[src/rtl/fxp_perceptron_trainer.sv]
// Sequential perceptron-rule trainer producing sign-magnitude Q3.12 weights for the inference neuron.
// Optional macro FXP_TRAIN_SAT_EN: saturate weight updates to +/-32767 instead of wrapping.
module fxp_perceptron_trainer #(
  parameter int TAM        = 16,
  parameter int MAX_EPOCHS = 16,
  parameter int ETA_SHIFT  = 1
) (
  input  logic               clk,
  input  logic               rst,
  input  logic               start,
  input  logic [4*TAM-1:0]   in1,
  input  logic [4*TAM-1:0]   in2,
  input  logic [4*TAM-1:0]   d,
  input  logic [TAM-1:0]     w0_init,
  input  logic [TAM-1:0]     w1_init,
  input  logic [TAM-1:0]     w2_init,
  output logic               busy,
  output logic               done,
  output logic               converged,
  output logic [7:0]         epochs,
  output logic [TAM-1:0]     w0,
  output logic [TAM-1:0]     w1,
  output logic [TAM-1:0]     w2
);

  localparam int ACC_W = 2*TAM + 2;
  localparam logic signed [TAM-1:0]   X0       = TAM'(1 << (TAM-4));
  localparam logic [TAM-1:0]          MAG_MASK = {1'b0, {(TAM-1){1'b1}}};
  localparam logic signed [ACC_W-1:0] ACC_ZERO = '0;

  typedef enum logic [1:0] {IDLE, EVAL, UPDATE, CHECK} state_t;

  state_t state, state_nxt;

  logic signed [TAM-1:0]   w0_q, w1_q, w2_q;
  logic signed [TAM-1:0]   x1_q [4];
  logic signed [TAM-1:0]   x2_q [4];
  logic [3:0]              t_q;
  logic [1:0]              idx;
  logic                    err_flag;
  logic signed [ACC_W-1:0] acc_p1;

  logic signed [2*TAM-1:0] p0, p1, p2;
  logic signed [ACC_W-1:0] acc_c;
  logic signed [TAM-1:0]   dx0, dx1, dx2;
  logic                    y, t, miss;
  logic [7:0]              epochs_inc;
  logic                    stop;

  function automatic logic signed [TAM-1:0] sm_to_tc(input logic [TAM-1:0] sm);
    logic signed [TAM-1:0] mag;
    mag = {1'b0, sm[TAM-2:0]};
    return sm[TAM-1] ? -mag : mag;
  endfunction

  // -32768 has no sign-magnitude twin; its negation keeps bit TAM-1 set, giving 0x8000.
  function automatic logic [TAM-1:0] tc_to_sm(input logic signed [TAM-1:0] v);
    logic signed [TAM-1:0] mag;
    mag = -v;
    return v[TAM-1] ? {1'b1, mag[TAM-2:0]} : v;
  endfunction

  function automatic logic signed [TAM-1:0] upd(input logic signed [TAM-1:0] w,
                                                input logic signed [TAM-1:0] dx,
                                                input logic               neg);
    logic signed [TAM:0] s;
`ifdef FXP_TRAIN_SAT_EN
    logic signed [TAM-1:0] lim;
    lim = {1'b0, {(TAM-1){1'b1}}};
`endif
    s = neg ? ((TAM+1)'(w) - (TAM+1)'(dx)) : ((TAM+1)'(w) + (TAM+1)'(dx));
`ifdef FXP_TRAIN_SAT_EN
    if (s > (TAM+1)'(lim)) return lim;
    if (s < -(TAM+1)'(lim)) return -lim;
`endif
    return s[TAM-1:0];
  endfunction

  // EVAL stage: full-precision dot product of the current sample
  always_comb begin
    p0    = (2*TAM)'(w0_q) * (2*TAM)'(X0);
    p1    = (2*TAM)'(w1_q) * (2*TAM)'(x1_q[idx]);
    p2    = (2*TAM)'(w2_q) * (2*TAM)'(x2_q[idx]);
    acc_c = ACC_W'(p0) + ACC_W'(p1) + ACC_W'(p2);
  end

  // UPDATE stage: classify registered sum and derive the scaled input steps
  always_comb begin
    y          = (acc_p1 >= ACC_ZERO);
    t          = t_q[idx];
    miss       = (y != t);
    dx0        = X0 >>> ETA_SHIFT;
    dx1        = x1_q[idx] >>> ETA_SHIFT;
    dx2        = x2_q[idx] >>> ETA_SHIFT;
    epochs_inc = epochs + 8'd1;
    stop       = !err_flag || (epochs_inc == 8'(MAX_EPOCHS));
  end

  always_ff @(posedge clk) begin
    if (rst) state <= IDLE;
    else     state <= state_nxt;
  end

  always_comb begin
    state_nxt = state;
    case (state)
      IDLE:    if (start) state_nxt = EVAL;
      EVAL:    state_nxt = UPDATE;
      UPDATE:  state_nxt = (idx == 2'd3) ? CHECK : EVAL;
      CHECK:   state_nxt = stop ? IDLE : EVAL;
      default: state_nxt = IDLE;
    endcase
  end

  always_ff @(posedge clk) begin
    if (rst) begin
      busy      <= 1'b0;
      done      <= 1'b0;
      converged <= 1'b0;
      epochs    <= 8'd0;
      idx       <= 2'd0;
      err_flag  <= 1'b0;
      w0_q      <= '0;
      w1_q      <= '0;
      w2_q      <= '0;
    end else begin
      done <= 1'b0;
      case (state)
        IDLE: if (start) begin
          busy      <= 1'b1;
          converged <= 1'b0;
          epochs    <= 8'd0;
          idx       <= 2'd0;
          err_flag  <= 1'b0;
          w0_q      <= sm_to_tc(w0_init);
          w1_q      <= sm_to_tc(w1_init);
          w2_q      <= sm_to_tc(w2_init);
        end
        UPDATE: begin
          if (miss) begin
            // err = t - y: add the step when the target is 1, subtract otherwise
            w0_q     <= upd(w0_q, dx0, !t);
            w1_q     <= upd(w1_q, dx1, !t);
            w2_q     <= upd(w2_q, dx2, !t);
            err_flag <= 1'b1;
          end
          idx <= idx + 2'd1;
        end
        CHECK: begin
          epochs <= epochs_inc;
          idx    <= 2'd0;
          if (stop) begin
            busy      <= 1'b0;
            done      <= 1'b1;
            converged <= !err_flag;
          end else begin
            err_flag <= 1'b0;
          end
        end
        default: ;
      endcase
    end
  end

  // Data capture and sum register carry no reset; they are always written before use.
  always_ff @(posedge clk) begin
    if (state == IDLE && start) begin
      for (int i = 0; i < 4; i++) begin
        x1_q[i] <= sm_to_tc(in1[i*TAM +: TAM]);
        x2_q[i] <= sm_to_tc(in2[i*TAM +: TAM]);
        t_q[i]  <= ((d[i*TAM +: TAM] & MAG_MASK) != '0);
      end
    end
    if (state == EVAL) acc_p1 <= acc_c;
  end

  assign w0 = tc_to_sm(w0_q);
  assign w1 = tc_to_sm(w1_q);
  assign w2 = tc_to_sm(w2_q);

endmodule

[config.mk]
export PLATFORM = sky130hd
export DESIGN_NAME = fxp_perceptron_trainer
export DESIGN_NICKNAME = d
export VERILOG_FILES = /design/src/rtl/fxp_perceptron_trainer.sv
export SDC_FILE = /design/constraint.sdc
export NUM_CORES = 2
export LEC_CHECK = 0
export CORE_MARGIN = 2
export CORE_UTILIZATION = 39
export DETAILED_ROUTE_END_ITERATION = 16
export MAX_ROUTING_LAYER = met4
export RECOVER_POWER = 50
export SLEW_MARGIN = 40
export SYNTH_ARGS = -nofsm -noshare
export SYNTH_HDL_FRONTEND = slang
export SYNTH_SLANG_ARGS = --single-unit
[constraint.sdc]
create_clock -name clk -period 8 [get_ports clk]
set_clock_uncertainty 0.05 [all_clocks]
set_input_delay 0.8 -clock clk [delete_from_list [all_inputs] [get_ports clk]]
set_output_delay 0.8 -clock clk [all_outputs]
set_load 0.005 [all_outputs]
# --- After elaboration in Yosys (flattened, before gate mapping) ---
# Memory sizes are Yosys's and may differ from the RTL's. A register that Yosys moved wholly into a read port is not among the register bits.
# Cells that the tools add are included.
totals:
  ff_bits: 102
  ram_bits: 128
  inputBits: 243
  out_inout_bits: 59
  word_cells: 122
  mem_count: 2
memory_table:
  columns: ["memory", "words", "width", "read_ports", "rd_ports_with_merged_regs", "wr", "line_no", "source"]
  rows:
  - ["x1_q", 4, 16, 1, 1, 4, "36", "logic signed [TAM-1:0] x1_q [4];"]
  - ["x2_q", 4, 16, 1, 1, 4, "37", "logic signed [TAM-1:0] x2_q [4];"]
op_classes:
  add_sub_neg: 24
  multipliers: 2
  magnitude_cmp: 2
  n_eq_ne: 10
  muxes: 52
  bitwise: 1
  reduce_logical: 17
op_table:
  columns: ["op", "n"]
  rows:
  - ["2-to-1 mux 16 bit", 23]
  - ["negator 15 -> 16 bit", 11]
  - ["one-hot mux 16 bit (2 select lines)", 3]
  - ["multiplier 16 x 16 -> 32 bit", 2]
  - ["nonzero test 16 bit", 4]
  - ["negator 15 bit", 3]
  - ["adder 33 x 32 -> 34 bit", 1]
  - [">= comparator 34 x 1 -> 1 bit, second input constant", 1]
  - ["adder 28 x 32 -> 33 bit", 1]
  - ["adder 16 x 15 -> 16 bit", 2]
  - ["subtractor 16 x 15 -> 16 bit", 2]
  - ["adder 16 x 13 -> 16 bit, second input constant", 1]
  - ["one-hot mux 8 bit (2 select lines)", 1]
  - ["subtractor 16 x 13 -> 16 bit, second input constant", 1]
  - ["2-to-1 mux 2 bit", 7]
  - ["2-to-1 mux 1 bit", 11]
  - ["adder 8 x 1 -> 8 bit, second input constant", 1]
  - ["equality test 8 x 5 -> 1 bit, second input constant", 1]
  - ["2-to-1 mux 8 bit", 1]
  - ["!= test 2 bit, second input constant", 4]
  - ["one-hot mux 2 bit (4 select lines)", 1]
  - ["equality test 2 bit, second input constant", 3]
  - ["one-hot mux 2 bit (3 select lines)", 1]
  - ["AND reduction 3 bit", 2]
  - ["17 further kinds", 20]

# --- Logic depth before layout (Yosys ltp) ---
logic_depth:
  ltp_word: 5
  ltp_mapped: 33
  ltp_nobuf: 28

# --- Least setup slack after synthesis ---
# No wires, ideal clock.
synth_path:
  path_kind: "register -> register"
  start: "register (tool-made name)"
  end: "register acc_p1[33] (data pin)"
  setup_time_ps: 260
  arrival_ps: 7973
  t_required_ps: 7690
  setup_slack_ps: -283
  path_stages_with_launch: 33
  path_buffers: 5
  period_less_slack_ps: 8283
  cell_sequence: "dfxtp_1 -> buf_6 -> buf_12 -> buf_12 -> buf_2 -> mux4_2 -> clkbuf_1 -> nand2_1 -> inv_1 -> fa_1 -> inv_1 -> fa_1 -> inv_1 -> fa_1 -> inv_1 -> fa_1 -> fa_1 -> inv_1 -> fa_1 -> fa_1 -> inv_1 -> fa_1 -> inv_1 -> ha_1 -> and4_1 -> o2111ai_1 -> o211ai_1 -> o21ai_0 -> a211oi_1 -> nor3b_1 -> o21ai_0 -> a21oi_1 -> xnor2_1"
synth_rtl:
  columns: ["element", "line_no", "source"]
  rows:
  - ["end signal, assigned", "174", "if (state == EVAL) acc_p1 <= acc_c;"]
  - ["end, declared", "41", "logic signed [ACC_W-1:0] acc_p1;"]

==> report_table.html <==
<table>
<tr><th>Metric</th><th>Value</th></tr>
<tr><th colspan="2">Outcome</th></tr>
<tr><td>Run status</td><td>finished with violations</td></tr>
<tr><td>Failing checks</td><td>capacitance limit, slew limit</td></tr>
<tr><th colspan="2">CTS</th></tr>
<tr><td>Number of buffers inserted by hold repair at cts</td><td>0</td></tr>
<tr><td>Number of clock buffers inserted by TritonCTS</td><td>17</td></tr>
<tr><td>Buffer cell driving the clock tree root</td><td>sky130_fd_sc_hd__clkbuf_16</td></tr>
<tr><td>Number of sinks handled by clock tree synthesis</td><td>199</td></tr>
<tr><td>Max Buffers Root-to-Sink</td><td>2</td></tr>
<tr><td>Clock tree from TritonCTS</td><td>built</td></tr>
<tr><td>Clock transition at the registers of the reported paths</td><td>0.09 ns</td></tr>
<tr><td>Clock insertion delay at the later pin of the skew report</td><td>0.47 ns</td></tr>
<tr><td>CTS H-Tree Depth</td><td>4</td></tr>
<tr><th colspan="2">Worst setup path</th></tr>
<tr><td>Cells on worst reg2reg path</td><td>27</td></tr>
<tr><td>Category of the critical setup timing path</td><td>reg2reg</td></tr>
<tr><td>Kind of cell adding the most delay to the critical path</td><td>adder cells</td></tr>
<tr><td>Most frequent CP cell</td><td>sky130_fd_sc_hd__fa_1</td></tr>
<tr><td>Worst path arrival time</td><td>8.13 ns</td></tr>
<tr><td>Kind of end point of the critical path</td><td>flip-flop</td></tr>
<tr><td>Delay of the slowest cell on the worst path</td><td>0.63 ns</td></tr>
<tr><td>Number of buffers and inverters on the critical path</td><td>7</td></tr>
<tr><td>Slowest cell on the critical path</td><td>sky130_fd_sc_hd__mux4_2</td></tr>
<tr><td>Slack of the worst reg-to-reg path</td><td>0.006 ns</td></tr>
<tr><td>Worst Setup EP</td><td>acc_p1[33]</td></tr>
<tr><td>Required time of the critical path</td><td>8.14 ns</td></tr>
<tr><td>Crit path max fanout</td><td>8</td></tr>
<tr><td>Critical path depth in cells</td><td>27</td></tr>
<tr><td>Reg-to-Reg End</td><td>acc_p1[33]</td></tr>
<tr><td>Kind of start point of the critical path</td><td>flip-flop</td></tr>
<tr><th colspan="2">Floorplanning</th></tr>
<tr><td>Area inside the core boundary</td><td>0.0865 mm2</td></tr>
<tr><td>Total die area</td><td>0.0893 mm2</td></tr>
<tr><td>DIE HEIGHT</td><td>299 um</td></tr>
<tr><td>Number of rows in the core area</td><td>108</td></tr>
<tr><td>I/O pin total</td><td>302</td></tr>
<tr><td>Effective utilization at floorplan</td><td>0.392</td></tr>
<tr><td>DIE WIDTH</td><td>299 um</td></tr>
<tr><th colspan="2">Global route</th></tr>
<tr><td>Pin count of the biggest net entering global routing</td><td>88</td></tr>
<tr><td>Antenna violations before repair</td><td>4</td></tr>
<tr><td>Vias in the first global route</td><td>27357</td></tr>
<tr><td>Global router's overall resource usage</td><td>0.226</td></tr>
<tr><td>First-pass GRT wire length</td><td>152000 um</td></tr>
<tr><td>Total global routing overflow</td><td>0</td></tr>
<tr><th colspan="2">Timing</th></tr>
<tr><td>Final Setup Violations</td><td>0</td></tr>
<tr><td>Final worst-path setup slack</td><td>0.00586 ns</td></tr>
<tr><td>F_max</td><td>125 MHz</td></tr>
<tr><td>Unrepaired setup endpoints after global routing</td><td>yes</td></tr>
<tr><td>Time the final worst path needs with I/O delays and setup</td><td>7.99 ns</td></tr>
<tr><td>Max-slew violation total from the final report</td><td>142</td></tr>
<tr><td>Total Negative Setup Slacks</td><td>0 ns</td></tr>
<tr><td>Worst slew margin relative to its limit</td><td>-1.42</td></tr>
<tr><td>Slew @ Worst Pin</td><td>3.60 ns</td></tr>
<tr><td>Final Hold Fails</td><td>0</td></tr>
<tr><td>Share of the clock period used by the worst path after layout</td><td>0.999</td></tr>
<tr><th colspan="2">Drt</th></tr>
<tr><td>Total number of vias</td><td>25329</td></tr>
<tr><td>Total met2 wirelength after detailed routing</td><td>46200 um</td></tr>
<tr><td>Iteration-0 DRC Markers</td><td>1439</td></tr>
<tr><td>Post-route DRC violation count</td><td>0</td></tr>
<tr><td>Top sig layer</td><td>met4</td></tr>
<tr><td>Post-route antenna net violation count</td><td>0</td></tr>
<tr><td>Met1 wire length</td><td>41200 um</td></tr>
<tr><td>Met3 Routed Length</td><td>5080 um</td></tr>
<tr><td>Routed length per placed instance</td><td>18.6 um</td></tr>
<tr><td>Post-detailed-routing wire length</td><td>94500 um</td></tr>
<tr><td>Iteration count of the initial detailed-routing pass</td><td>5</td></tr>
<tr><td>Ratio of routed vias to standard cells</td><td>4.97</td></tr>
<tr><th colspan="2">Synthesis</th></tr>
<tr><td>Avg Inst Size Synth</td><td>9.60 um2</td></tr>
<tr><td>Synth async-reset ratio</td><td>0</td></tr>
<tr><td>Synth top area share</td><td>0.370</td></tr>
<tr><td>Most area-consuming cells after synthesis</td><td>sky130_fd_sc_hd__fa_1 (37%), sky130_fd_sc_hd__edfxtp_1 (12%), sky130_fd_sc_hd__inv_1 (7.8%), sky130_fd_sc_hd__ha_1 (7.3%), sky130_fd_sc_hd__xnor2_1 (5.0%)</td></tr>
<tr><td>Post-Synthesis Cells</td><td>3534</td></tr>
<tr><td>Leading register cell type out of synthesis</td><td>sky130_fd_sc_hd__edfxtp_1</td></tr>
<tr><td>Leading area contributor after synthesis</td><td>sky130_fd_sc_hd__fa_1</td></tr>
<tr><td>Total nets after synthesis</td><td>4601</td></tr>
<tr><td>Synthesized area</td><td>0.0339 mm2</td></tr>
<tr><td>Register bit total from synthesis</td><td>199</td></tr>
<tr><td>Post-synthesis sequential area ratio</td><td>0.157</td></tr>
<tr><td>Post-synth EDFFs</td><td>133</td></tr>
<tr><td>Total of warnings raised by yosys</td><td>0</td></tr>
<tr><td>Distinct cell type count of the synthesized netlist</td><td>71</td></tr>
<tr><th colspan="2">Placement</th></tr>
<tr><td>Placer Congestion</td><td>0.892</td></tr>
<tr><td>Post-place setup slack</td><td>-0.345 ns</td></tr>
<tr><td>Input/output buffers</td><td>297</td></tr>
<tr><td>Final HPWL from detailed placement</td><td>82200 um</td></tr>
<tr><td>Post-detailed-placement cell area</td><td>0.0394 mm2</td></tr>
<tr><th colspan="2">Final layout</th></tr>
<tr><td>Register Area</td><td>0.00532 mm2</td></tr>
<tr><td>Core utilization of the finished layout</td><td>0.469</td></tr>
<tr><td>Multi-input combinational cell area</td><td>0.0255 mm2</td></tr>
<tr><td>Layout area overhead</td><td>19.6%</td></tr>
<tr><td>Filler Cell Count</td><td>8296</td></tr>
<tr><td>Share of cells above drive strength 1</td><td>0.103</td></tr>
<tr><td>Post-Layout Inst Area</td><td>0.0406 mm2</td></tr>
<tr><td>Net count reported at finish</td><td>4988</td></tr>
<tr><th colspan="2">Worst hold path</th></tr>
<tr><td>Kind of path behind the tightest hold check</td><td>reg2reg</td></tr>
<tr><th colspan="2">Job</th></tr>
<tr><td>Max cap viols</td><td>2</td></tr>
</table>
==> per-stage QoR <==
step / std cells / hold slack (ns)
floorplan: 3534 / 0.404
global placement: 5033 / 0.431
detailed placement: 5033 / 0.441
CTS: 5074 / 0.452
global route: 5093 / 0.490
finish: 5093 / 0.458
==> cells in the mapped netlist, types with 5 or more instances <==
cell type and instances:
sky130_fd_sc_hd__a2111oi_0 5, sky130_fd_sc_hd__a211oi_1 15, sky130_fd_sc_hd__a21o_1 13, sky130_fd_sc_hd__a21oi_1 89, sky130_fd_sc_hd__a311oi_1 5, sky130_fd_sc_hd__a31oi_1 7
sky130_fd_sc_hd__and2_1 250, sky130_fd_sc_hd__and3_1 5, sky130_fd_sc_hd__buf_1 7, sky130_fd_sc_hd__buf_2 11, sky130_fd_sc_hd__buf_4 6, sky130_fd_sc_hd__clkbuf_1 139
sky130_fd_sc_hd__dfxtp_1 66, sky130_fd_sc_hd__edfxtp_1 133, sky130_fd_sc_hd__fa_1 626, sky130_fd_sc_hd__ha_1 198, sky130_fd_sc_hd__inv_1 706, sky130_fd_sc_hd__mux2_2 5
sky130_fd_sc_hd__mux4_2 31, sky130_fd_sc_hd__nand2_1 381, sky130_fd_sc_hd__nand2b_1 29, sky130_fd_sc_hd__nand3_1 24, sky130_fd_sc_hd__nand4_1 6, sky130_fd_sc_hd__nor2_1 143
sky130_fd_sc_hd__nor2b_1 5, sky130_fd_sc_hd__nor3_1 45, sky130_fd_sc_hd__nor3b_1 5, sky130_fd_sc_hd__nor4_1 25, sky130_fd_sc_hd__o211ai_1 15, sky130_fd_sc_hd__o21a_1 9
sky130_fd_sc_hd__o21ai_0 99, sky130_fd_sc_hd__o31a_1 8, sky130_fd_sc_hd__o31ai_1 51, sky130_fd_sc_hd__o41ai_1 22, sky130_fd_sc_hd__or2_2 10, sky130_fd_sc_hd__or3_1 17
sky130_fd_sc_hd__or4_1 21, sky130_fd_sc_hd__xnor2_1 193, sky130_fd_sc_hd__xor2_1 57
==> per-layer routing <==
metal	up-vias	track usage
li1	11795	-
met5	-	-
met1	12788	0.292
met3	113	0.0369
met4	0	0.0499
met2	633	0.373
==> layout by cell type, fill, tap and decap left out, types with 17 or more instances in the layout <==
cell type and instances:
sky130_fd_sc_hd__nand2_1 376, sky130_fd_sc_hd__a21oi_1 85, sky130_fd_sc_hd__dlygate4sd3_1 31, sky130_fd_sc_hd__buf_4 200, sky130_fd_sc_hd__or3_1 17, sky130_fd_sc_hd__o31ai_1 51
sky130_fd_sc_hd__nand2b_1 28, sky130_fd_sc_hd__inv_1 694, sky130_fd_sc_hd__edfxtp_1 133, sky130_fd_sc_hd__nor2_1 142, sky130_fd_sc_hd__or4_1 21, sky130_fd_sc_hd__o21ai_0 95
sky130_fd_sc_hd__nor3_1 45, sky130_fd_sc_hd__xnor2_1 192, sky130_fd_sc_hd__xor2_1 57, sky130_fd_sc_hd__and2_1 230, sky130_fd_sc_hd__and2_4 20, sky130_fd_sc_hd__o41ai_1 22
sky130_fd_sc_hd__fa_1 607, sky130_fd_sc_hd__ha_1 192, sky130_fd_sc_hd__fa_2 19, sky130_fd_sc_hd__clkbuf_16 18, sky130_fd_sc_hd__nor4_1 25, sky130_fd_sc_hd__mux4_2 31
sky130_fd_sc_hd__clkdlybuf4s50_1 265, sky130_fd_sc_hd__nand3_1 24, sky130_fd_sc_hd__dfxtp_1 64
==> sequential cells by signal, summed over array words and instances, names as in the netlist, named ones only <==
| name | flops |
|---|---|
| w0_q | 16 |
| x2_q | 64 |
| t_q | 4 |
| w2_q | 16 |
| acc_p1 | 1 |
| err_flag | 1 |
| state | 2 |
| w1_q | 16 |
| done | 1 |
| epochs | 8 |
| converged | 1 |
| busy | 1 |
| x1_q | 64 |
| idx | 2 |
==> tightest hold or removal path, delay by kind of cell, from the launching register on <==
kind	cells	cell delay [ns]
compound gates	1	0.05
simple gates	1	0.07
flops	1	0.35
==> cell type report <==
cell class                 instances  area share
multi-input combinational       2462       0.629
clock inverter                    15     0.00512
timing repair buffer             535       0.123
clock buffer                      17      0.0105
inverter                         706      0.0654
antenna                            4    0.000247
sequential                       199       0.131
tap                             1155      0.0356
==> cells by family after synthesis <==
group,share of synthesized area
compound gates,0.0697
buf+inv,0.0991
mux,0.0234
xor+xnor,0.0652
flops,0.157
fa+ha+maj,0.443
simple gates,0.143
==> worst min-delay path by stage <==
stage | from | to | slack (ns) | cells after the start
floorplan | w0_q[8] | w0_q[8] | 0.40 | 2
global placement | w0_q[8] | w0_q[8] | 0.43 | 2
detailed placement | w0_q[8] | w0_q[8] | 0.44 | 2
CTS | w0_q[8] | w0_q[8] | 0.45 | 2
global route | w0_q[7] | w0_q[7] | 0.49 | 2
finish | w0_q[8] | w0_q[8] | 0.46 | 2
==> what timing repair did <==
action / 4_1_cts / 5_1_grt
buffers inserted: 9 / 16
cloned: 1 / 1
endpoints found under the setup margin: 1 / 1
hold endpoints to repair: 0 / 0
resized for setup: 34 / 75
pin swaps: 24 / 65
Power is left out: the tool's default activity adds up to more than one toggle a clock period on the data nets, which glitch-free logic cannot reach.
